[src/rtl/pt_pkg.sv]
// Shared types, frame timing constants and slot-level encoding for the PT2262 frame controller.
// Build option PT_FLOAT_EN: 16-bit trit-coded address (00=0, 11=1, 01/10=float); otherwise 8 binary address bits.
package pt_pkg;

  typedef enum logic [1:0] {T0 = 2'd0, T1 = 2'd1, TF = 2'd2} trit_t;
  typedef enum logic [1:0] {IDLE = 2'd0, BIT = 2'd1, SYNC = 2'd2} state_t;

  localparam int ALPHA_PER_BIT = 32;
  localparam int BITS_PER_WORD = 12;
  localparam int SYNC_HIGH     = 4;
  localparam int SYNC_LEN      = 128;

`ifdef PT_FLOAT_EN
  localparam int ADDR_W = 16;
`else
  localparam int ADDR_W = 8;
`endif

  // Each symbol is two 16-alpha halves; a half is either short-high (4H 12L) or long-high (12H 4L).
  function automatic logic pt_level(input trit_t t, input logic [4:0] slot);
    logic short_h;
    logic long_h;
    short_h = (slot[3:0] < 4'd4);
    long_h  = (slot[3:0] < 4'd12);
    case (t)
      T0:      pt_level = short_h;
      T1:      pt_level = long_h;
      default: pt_level = slot[4] ? long_h : short_h;
    endcase
  endfunction

endpackage

[src/rtl/pt_tick_gen.sv]
// Alpha tick generator: one-clk pulse on each rising edge of the clk-synchronous oscillator.
// osc_q resets high so an oscillator that is already high after reset yields no tick.
module pt_tick_gen (
  input  logic clk,
  input  logic rst,
  input  logic osc,
  output logic tick
);

  logic osc_q;
  logic osc_d;

  always_comb osc_d = osc;

  always_ff @(posedge clk) begin
    if (rst) osc_q <= 1'b1;
    else     osc_q <= osc_d;
  end

  assign tick = osc & ~osc_q;

endmodule

[src/rtl/pt2262_frame_ctrl.sv]
// PT2262-style encoder frame controller: 12 symbols (A0..A7, D0..D3) plus a 128-alpha sync per word.
// Build option PT_FLOAT_EN widens addr to 16 bits of trits; default build sends binary address symbols.
module pt2262_frame_ctrl
  import pt_pkg::*;
#(
  parameter int N_WORDS = 4
) (
  input  logic              clk,
  input  logic              rst,
  input  logic              osc,
  input  logic              te_n,
  input  logic [ADDR_W-1:0] addr,
  input  logic [3:0]        data,
  output logic              dout,
  output logic              busy,
  output logic              word_done,
  output state_t            dbg_state
);

  localparam logic [7:0] LAST_SLOT = 8'(ALPHA_PER_BIT - 1);
  localparam logic [3:0] LAST_SYM  = 4'(BITS_PER_WORD - 1);
  localparam logic [7:0] SYNC_END  = 8'(SYNC_LEN);
  localparam logic [7:0] SYNC_HI   = 8'(SYNC_HIGH);
  localparam logic [3:0] MIN_WORDS = 4'(N_WORDS);

  logic tick;

  state_t            state_q, state_d;
  logic [3:0]        bit_idx_q, bit_idx_d;
  logic [7:0]        alpha_cnt_q, alpha_cnt_d;
  logic [3:0]        word_cnt_q, word_cnt_d;
  logic              dout_q, dout_d;
  logic              busy_q, busy_d;
  logic              word_done_q, word_done_d;
  logic [ADDR_W-1:0] addr_q, addr_d;
  logic [3:0]        data_q, data_d;
  logic              start_word;
  logic [3:0]        word_cnt_inc;

  pt_tick_gen u_tick_gen (
    .clk  (clk),
    .rst  (rst),
    .osc  (osc),
    .tick (tick)
  );

  function automatic trit_t addr_trit(input logic [ADDR_W-1:0] a, input logic [2:0] idx);
`ifdef PT_FLOAT_EN
    logic [1:0] pair;
    pair = a[{idx, 1'b0} +: 2];
    case (pair)
      2'b00:   addr_trit = T0;
      2'b11:   addr_trit = T1;
      default: addr_trit = TF;
    endcase
`else
    addr_trit = a[idx] ? T1 : T0;
`endif
  endfunction

  function automatic trit_t sym_trit(input logic [ADDR_W-1:0] a, input logic [3:0] d,
                                     input logic [3:0] idx);
    if (idx < 4'd8) sym_trit = addr_trit(a, idx[2:0]);
    else            sym_trit = d[idx[1:0]] ? T1 : T0;
  endfunction

  // alpha_cnt holds the slot to emit on the next tick; slot 0 is emitted by the tick that starts a word.
  always_comb begin
    state_d      = state_q;
    bit_idx_d    = bit_idx_q;
    alpha_cnt_d  = alpha_cnt_q;
    word_cnt_d   = word_cnt_q;
    dout_d       = dout_q;
    busy_d       = busy_q;
    word_done_d  = 1'b0;
    addr_d       = addr_q;
    data_d       = data_q;
    start_word   = 1'b0;
    word_cnt_inc = (word_cnt_q == 4'hF) ? 4'hF : word_cnt_q + 4'd1;

    if (tick) begin
      case (state_q)
        IDLE: begin
          if (!te_n) begin
            start_word = 1'b1;
            word_cnt_d = 4'd0;
          end
        end
        BIT: begin
          dout_d = pt_level(sym_trit(addr_q, data_q, bit_idx_q), alpha_cnt_q[4:0]);
          if (alpha_cnt_q == LAST_SLOT) begin
            alpha_cnt_d = 8'd0;
            if (bit_idx_q == LAST_SYM) begin
              state_d   = SYNC;
              bit_idx_d = 4'd0;
            end else begin
              bit_idx_d = bit_idx_q + 4'd1;
            end
          end else begin
            alpha_cnt_d = alpha_cnt_q + 8'd1;
          end
        end
        SYNC: begin
          if (alpha_cnt_q == SYNC_END) begin
            word_done_d = 1'b1;
            word_cnt_d  = word_cnt_inc;
            if (word_cnt_inc >= MIN_WORDS && te_n) begin
              state_d     = IDLE;
              busy_d      = 1'b0;
              dout_d      = 1'b0;
              alpha_cnt_d = 8'd0;
            end else begin
              start_word = 1'b1;
            end
          end else begin
            dout_d      = (alpha_cnt_q < SYNC_HI);
            alpha_cnt_d = alpha_cnt_q + 8'd1;
          end
        end
        default: state_d = IDLE;
      endcase
    end

    if (start_word) begin
      state_d     = BIT;
      busy_d      = 1'b1;
      addr_d      = addr;
      data_d      = data;
      bit_idx_d   = 4'd0;
      alpha_cnt_d = 8'd1;
      dout_d      = pt_level(sym_trit(addr, data, 4'd0), 5'd0);
    end
  end

  always_ff @(posedge clk) begin
    if (rst) begin
      state_q     <= IDLE;
      bit_idx_q   <= 4'd0;
      alpha_cnt_q <= 8'd0;
      word_cnt_q  <= 4'd0;
      dout_q      <= 1'b0;
      busy_q      <= 1'b0;
      word_done_q <= 1'b0;
      addr_q      <= '0;
      data_q      <= 4'd0;
    end else begin
      state_q     <= state_d;
      bit_idx_q   <= bit_idx_d;
      alpha_cnt_q <= alpha_cnt_d;
      word_cnt_q  <= word_cnt_d;
      dout_q      <= dout_d;
      busy_q      <= busy_d;
      word_done_q <= word_done_d;
      addr_q      <= addr_d;
      data_q      <= data_d;
    end
  end

  assign dout      = dout_q;
  assign busy      = busy_q;
  assign word_done = word_done_q;
  assign dbg_state = state_q;

endmodule
[config.mk]
export PLATFORM = sky130hd
export DESIGN_NAME = pt2262_frame_ctrl
export DESIGN_NICKNAME = d
export VERILOG_FILES = /design/src/rtl/pt_pkg.sv /design/src/rtl/pt_tick_gen.sv /design/src/rtl/pt2262_frame_ctrl.sv
export SDC_FILE = /design/constraint.sdc
export NUM_CORES = 1
export LEC_CHECK = 0
export ABC_CLOCK_PERIOD_IN_PS = 4730
export CAP_MARGIN = 20
export CORE_ASPECT_RATIO = 0.9
export CORE_MARGIN = 5
export CORE_UTILIZATION = 45
export CTS_BUF_LIST = sky130_fd_sc_hd__clkbuf_8
export DETAILED_ROUTE_END_ITERATION = 10
export DONT_BUFFER_PORTS = 1
export PLACE_DENSITY = 0.67
export SYNTH_ARGS = -nofsm -noshare
export SYNTH_HDL_FRONTEND = slang
export SYNTH_SLANG_ARGS = --single-unit
[constraint.sdc]
create_clock -name clk -period 4.73 [get_ports clk]
set_clock_uncertainty 0.05 [all_clocks]
set_input_delay 0.473 -clock clk [delete_from_list [all_inputs] [get_ports clk]]
set_output_delay 0.473 -clock clk [all_outputs]
set_load 0.05 [all_outputs]
==> impl.org <==
** Status
- The run finished with clean final reports.

** Power
- Sequential cell fraction of total power :: a little under three fifths
- Relative contribution of combinational cells to total power :: 4.6%
- Clock share of power :: 39.9%
- Fraction of power spent switching nets :: between 20% and 30%
- Tot Pwr :: 0.538 mW
- Static leakage :: between 0.6 and 0.7 nW
- Summed over all nets, the switching power comes to about 0.12 mW.
- For this design the ratio of total power to cell area is 281 nW/um^2.
- Internal portion of total power :: 0.416 mW
- Max rail drop VDD :: 0.229 mV

** Worst setup path
- Cells along the critical path :: nor2b_2 -> and4_4 -> a21oi_2 -> o21ai_1 -> nor2_1
- Critical Path Start :: dbg_state[1]
- Critical-path maximum fanout :: 14
- The setup path with the least slack is of type flip-flop to flip-flop.
- At the worst endpoint, the arrival time is 2.84 ns.
- The worst setup path is launched from a flip-flop.
- The largest single stage delay on the critical path is roughly 0.80 ns.
- The most critical setup path has its endpoint at alpha_cnt_q[6].
- The worst register-to-register path begins at dbg_state[1].
- Among all stages on the critical path, the largest delay is contributed by sky130_fd_sc_hd__dfxtp_1.
- The worst register-to-register path has a setup slack of 1.98 ns.
- Measured in cells, the most critical reg-to-reg path has a length of 5.
- Crit. End Element :: flip-flop
- Crit path required time :: roughly 4.8 ns
- The endpoint identified for the worst register-to-register timing path is alpha_cnt_q[6].

** STA
- The worst path meets setup with 1.98 ns of slack.
- Final-report setup violation count :: 0
- Setup total negative slack on the finished layout was measured at 0 ns.
- Measured slew at the worst slew-check pin :: just under 0.9 ns
- Crit path time final :: 2.75 ns
- The count of pins over their slew limit is 0.
- Measured against its own limit, the worst slew margin works out to 40.5%.
- After layout, the worst path uses 58.2% of the clock period.
- Hold slack final :: 0.209 ns
- RSZ-0062 raised after global routing :: false
- The count of endpoints failing hold in the final timing report is 0.
- Fmax :: 0.363 GHz

** Clock tree
- TritonCTS built the clock tree.
- Clock sink total :: 34
- After clock tree synthesis, the clock-pin slew on the worst setup and hold paths is 0.07 ns.
- Inserted Clock Buffers :: 5
- CTS Hold Bufs :: 0
- Resize count post-CTS :: 0
- H-tree Lvls :: 2
- Clock tree root buffer cell :: sky130_fd_sc_hd__clkbuf_8
- The clock reaches the later pin of the worst-skew pair after approximately 0.28 ns.
- Clock tree buffer depth :: 2
- Count of buffers added by post-CTS timing repair for setup :: 0

** Yosys
- Summed over all instances, the cell type with the most area after synthesis is sky130_fd_sc_hd__dfxtp_1.
- Top cells by area, synth :: sky130_fd_sc_hd__dfxtp_1 (37%), sky130_fd_sc_hd__nor4b_1 (5.8%), sky130_fd_sc_hd__a31o_1 (4.8%)
- Part of the Yosys area used for sequential elements :: 37.4%
- Synthesized Nets :: 220
- In the synthesized netlist, the number of instances is 200.
- Average size of a mapped cell :: roughly 9.1 um^2
- Count of state elements after synthesis :: 34
- The synthesized design contains 0 enable-type register cells.
- Count of synthesis-stage warnings from yosys :: 0
- Async set-reset flop share out of synthesis :: 0%
- Netlist cell types :: around 50
- The cell area that synthesis handed to floorplanning was between 1500 and 2000 um^2.
- Leading register cell type out of synthesis :: sky130_fd_sc_hd__dfxtp_1
- Share of the synthesized area in the top cell type :: roughly 37%

** GRT
- Pin count of the biggest net entering global routing :: 24
- Total gr overflow :: 0
- The number of global-route vias before repair was 1377.
- Number of antenna violations at the first check in global routing :: 0
- Global routing used roughly 15% of the available tracks across all layers.
- First-pass GRT wire length :: ~6700 um

** Routing
- The first detailed-routing pass took 6 iterations.
- Via density per instance :: 6.01
- After detailed routing, the total wire length is approximately 3900 um.
- Routed vias :: 1490
- Starting DRC count in detailed routing :: 74
- Once detail routing completed, the nets flagged for antenna violations numbered 0.
- Final routed wire length divided by cell count :: 15.9 um
- For this run, design rule violations remaining after detail routing come to 0.

** Placement
- Placed cell area :: ~1800 um^2
- The count of buffers added on input and output ports is 0.
- Detailed placement finished with a half-perimeter wire length of 2950 um.
- Before CTS, the worst setup slack after placement is between 1.5 and 2 ns.
- The congestion estimate from routability-driven global placement came to approximately 0.85.

** Final layout
- The library cells used most frequently in the layout, excluding fill and tap cells, are sky130_fd_sc_hd__dfxtp_1 (34), sky130_fd_sc_hd__a21oi_1 (17), sky130_fd_sc_hd__nand2_1 (15).
- Total non-filler cell area in the finished layout :: ~1900 um^2
- Summing all flip-flop and latch instances after layout gives 681 um^2.
- 0 antenna diodes ended up in the layout.
- At the end of the flow, the number of nets in the layout was 219.
- The post-route netlist has 11.5% of its cells at a drive strength greater than 1.
- The library cell used most frequently in the layout, excluding fill and tap cells, is sky130_fd_sc_hd__dfxtp_1.
- In the final layout, the multi-input gates occupy between 1000 and 1500 um^2.
- Area growth syn-to-layout :: 5.37%
- Filler cell count in the final layout :: 389

** Job
- The tool flagged a number of max-cap violations equal to 0.

** Min path
- The tightest min-delay check is of the primary input to flip-flop type.

** Floorplan
- The die is about 77 um wide.
- Cell Rows :: 22
- The floorplan step defined a core boundary enclosing between 3000 and 4000 um^2.
- Once the floorplan was initialized, standard cells occupied 45.5% of the core.
- Vertical die dimension :: 70.3 um
- Die area :: 5410 um^2
- Top-Level Pins :: 21
-- per-stage QoR --
| stage | cells | utilization, % |
|---|---|---|
| 3_5_place_dp | 240 | 45.7 |
| 6_report | 248 | 48.0 |
| 4_1_cts | 248 | 48.0 |
| 2_1_floorplan | 200 | - |
| 5_1_grt | 248 | 48.0 |
| 3_3_place_gp | 240 | 45.7 |
-- per-layer routing --
metal	global-route usage [%]	up-vias	wire length, um
met1	21.5	700	2010
met2	21.9	21	1700
met4	5.15	0	63
met5	0	-	0
met3	5.15	5	182
li1	-	764	-
-- layout make-up --
| type | instances | area share [%] |
|---|---|---|
| multi-input cells | 151 | 55.2 |
| flip-flops and latches | 34 | 35.5 |
| clock buffers | 6 | 4.31 |
| well taps | 48 | 3.14 |
| inverters | 7 | 1.37 |
| clock inverters | 2 | 0.457 |
-- worst min path at each step --
stage                     startpoint       endpoint  slack (ns)  cells past startpoint
final                            rst  word_cnt_q[1]        0.21                      1
after global routing             rst  word_cnt_q[1]        0.19                      1
after CTS                        rst  word_cnt_q[1]        0.19                      1
after detailed placement   data_q[2]      data_q[2]        0.42                      1
after global placement     data_q[3]      data_q[3]        0.41                      1
after floorplan            addr_q[6]      addr_q[6]        0.39                      1
-- power groups by stage --
| stage | clock network, mW | logic [mW] | registers [mW] |
|---|---|---|---|
| finish | 0.215 | 0.0246 | 0.299 |
| global route | 0.236 | 0.0278 | 0.299 |
| CTS | 0.223 | 0.0247 | 0.298 |
| detailed placement | 0 | 0.0246 | 0.305 |
| global placement | 0 | 0.0243 | 0.305 |
| floorplan | 0 | 0.0249 | 0.303 |
-- sequential cells by signal, indices dropped and copies added, names as in the netlist --
| name | count |
|---|---|
| bit_idx_q | 4 |
| dbg_state | 2 |
| addr_q | 8 |
| dout | 1 |
| alpha_cnt_q | 8 |
| u_tick_gen.osc_q | 1 |
| word_done | 1 |
| data_q | 4 |
| word_cnt_q | 4 |
| busy | 1 |
-- cells in the mapped netlist, types with 2 or more instances --
cell                       count
sky130_fd_sc_hd__a211oi_1      3
sky130_fd_sc_hd__a21oi_1      17
sky130_fd_sc_hd__a31o_1       10
sky130_fd_sc_hd__a31o_2        2
sky130_fd_sc_hd__a31oi_1       4
sky130_fd_sc_hd__a41oi_1       3
sky130_fd_sc_hd__and2_1        3
sky130_fd_sc_hd__and4_1        2
sky130_fd_sc_hd__buf_6         3
sky130_fd_sc_hd__clkbuf_1      4
sky130_fd_sc_hd__dfxtp_1      34
sky130_fd_sc_hd__ha_1          4
sky130_fd_sc_hd__inv_1         7
sky130_fd_sc_hd__mux2i_1       2
sky130_fd_sc_hd__mux4_2        3
sky130_fd_sc_hd__nand2_1      15
sky130_fd_sc_hd__nand2b_1      2
sky130_fd_sc_hd__nand3_1       8
sky130_fd_sc_hd__nand4_1       2
sky130_fd_sc_hd__nor2_1       13
sky130_fd_sc_hd__nor2b_1       2
sky130_fd_sc_hd__nor3_1        7
sky130_fd_sc_hd__nor4b_1      12
sky130_fd_sc_hd__o21a_1        2
sky130_fd_sc_hd__o21ai_0      10
sky130_fd_sc_hd__or3_1         2
sky130_fd_sc_hd__or4b_2        2
-- worst max-delay path, delay by kind of cell (launching register included) --
kind             cells  cell delay [ns]
AND/OR/NAND/NOR      3             0.83
flip-flops           1             0.80
AO/OA/AOI/OAI        2             0.91
-- logic make-up (layout without fill, tap and decap cells) --
group / after synthesis / count (layout) / synth area share [%]
flip-flops: 34 / 34 / 37.4
XOR/XNOR: 1 / 1 / 0.482
multiplexers: 5 / 5 / 4.82
buffers and inverters: 15 / 15 / 4.40
adder cells (fa/ha/maj): 4 / 4 / 2.75
AND/OR/NAND/NOR: 81 / 81 / 28.1
AO/OA/AOI/OAI: 60 / 60 / 22.0
(Power assumes the default switching activity.)
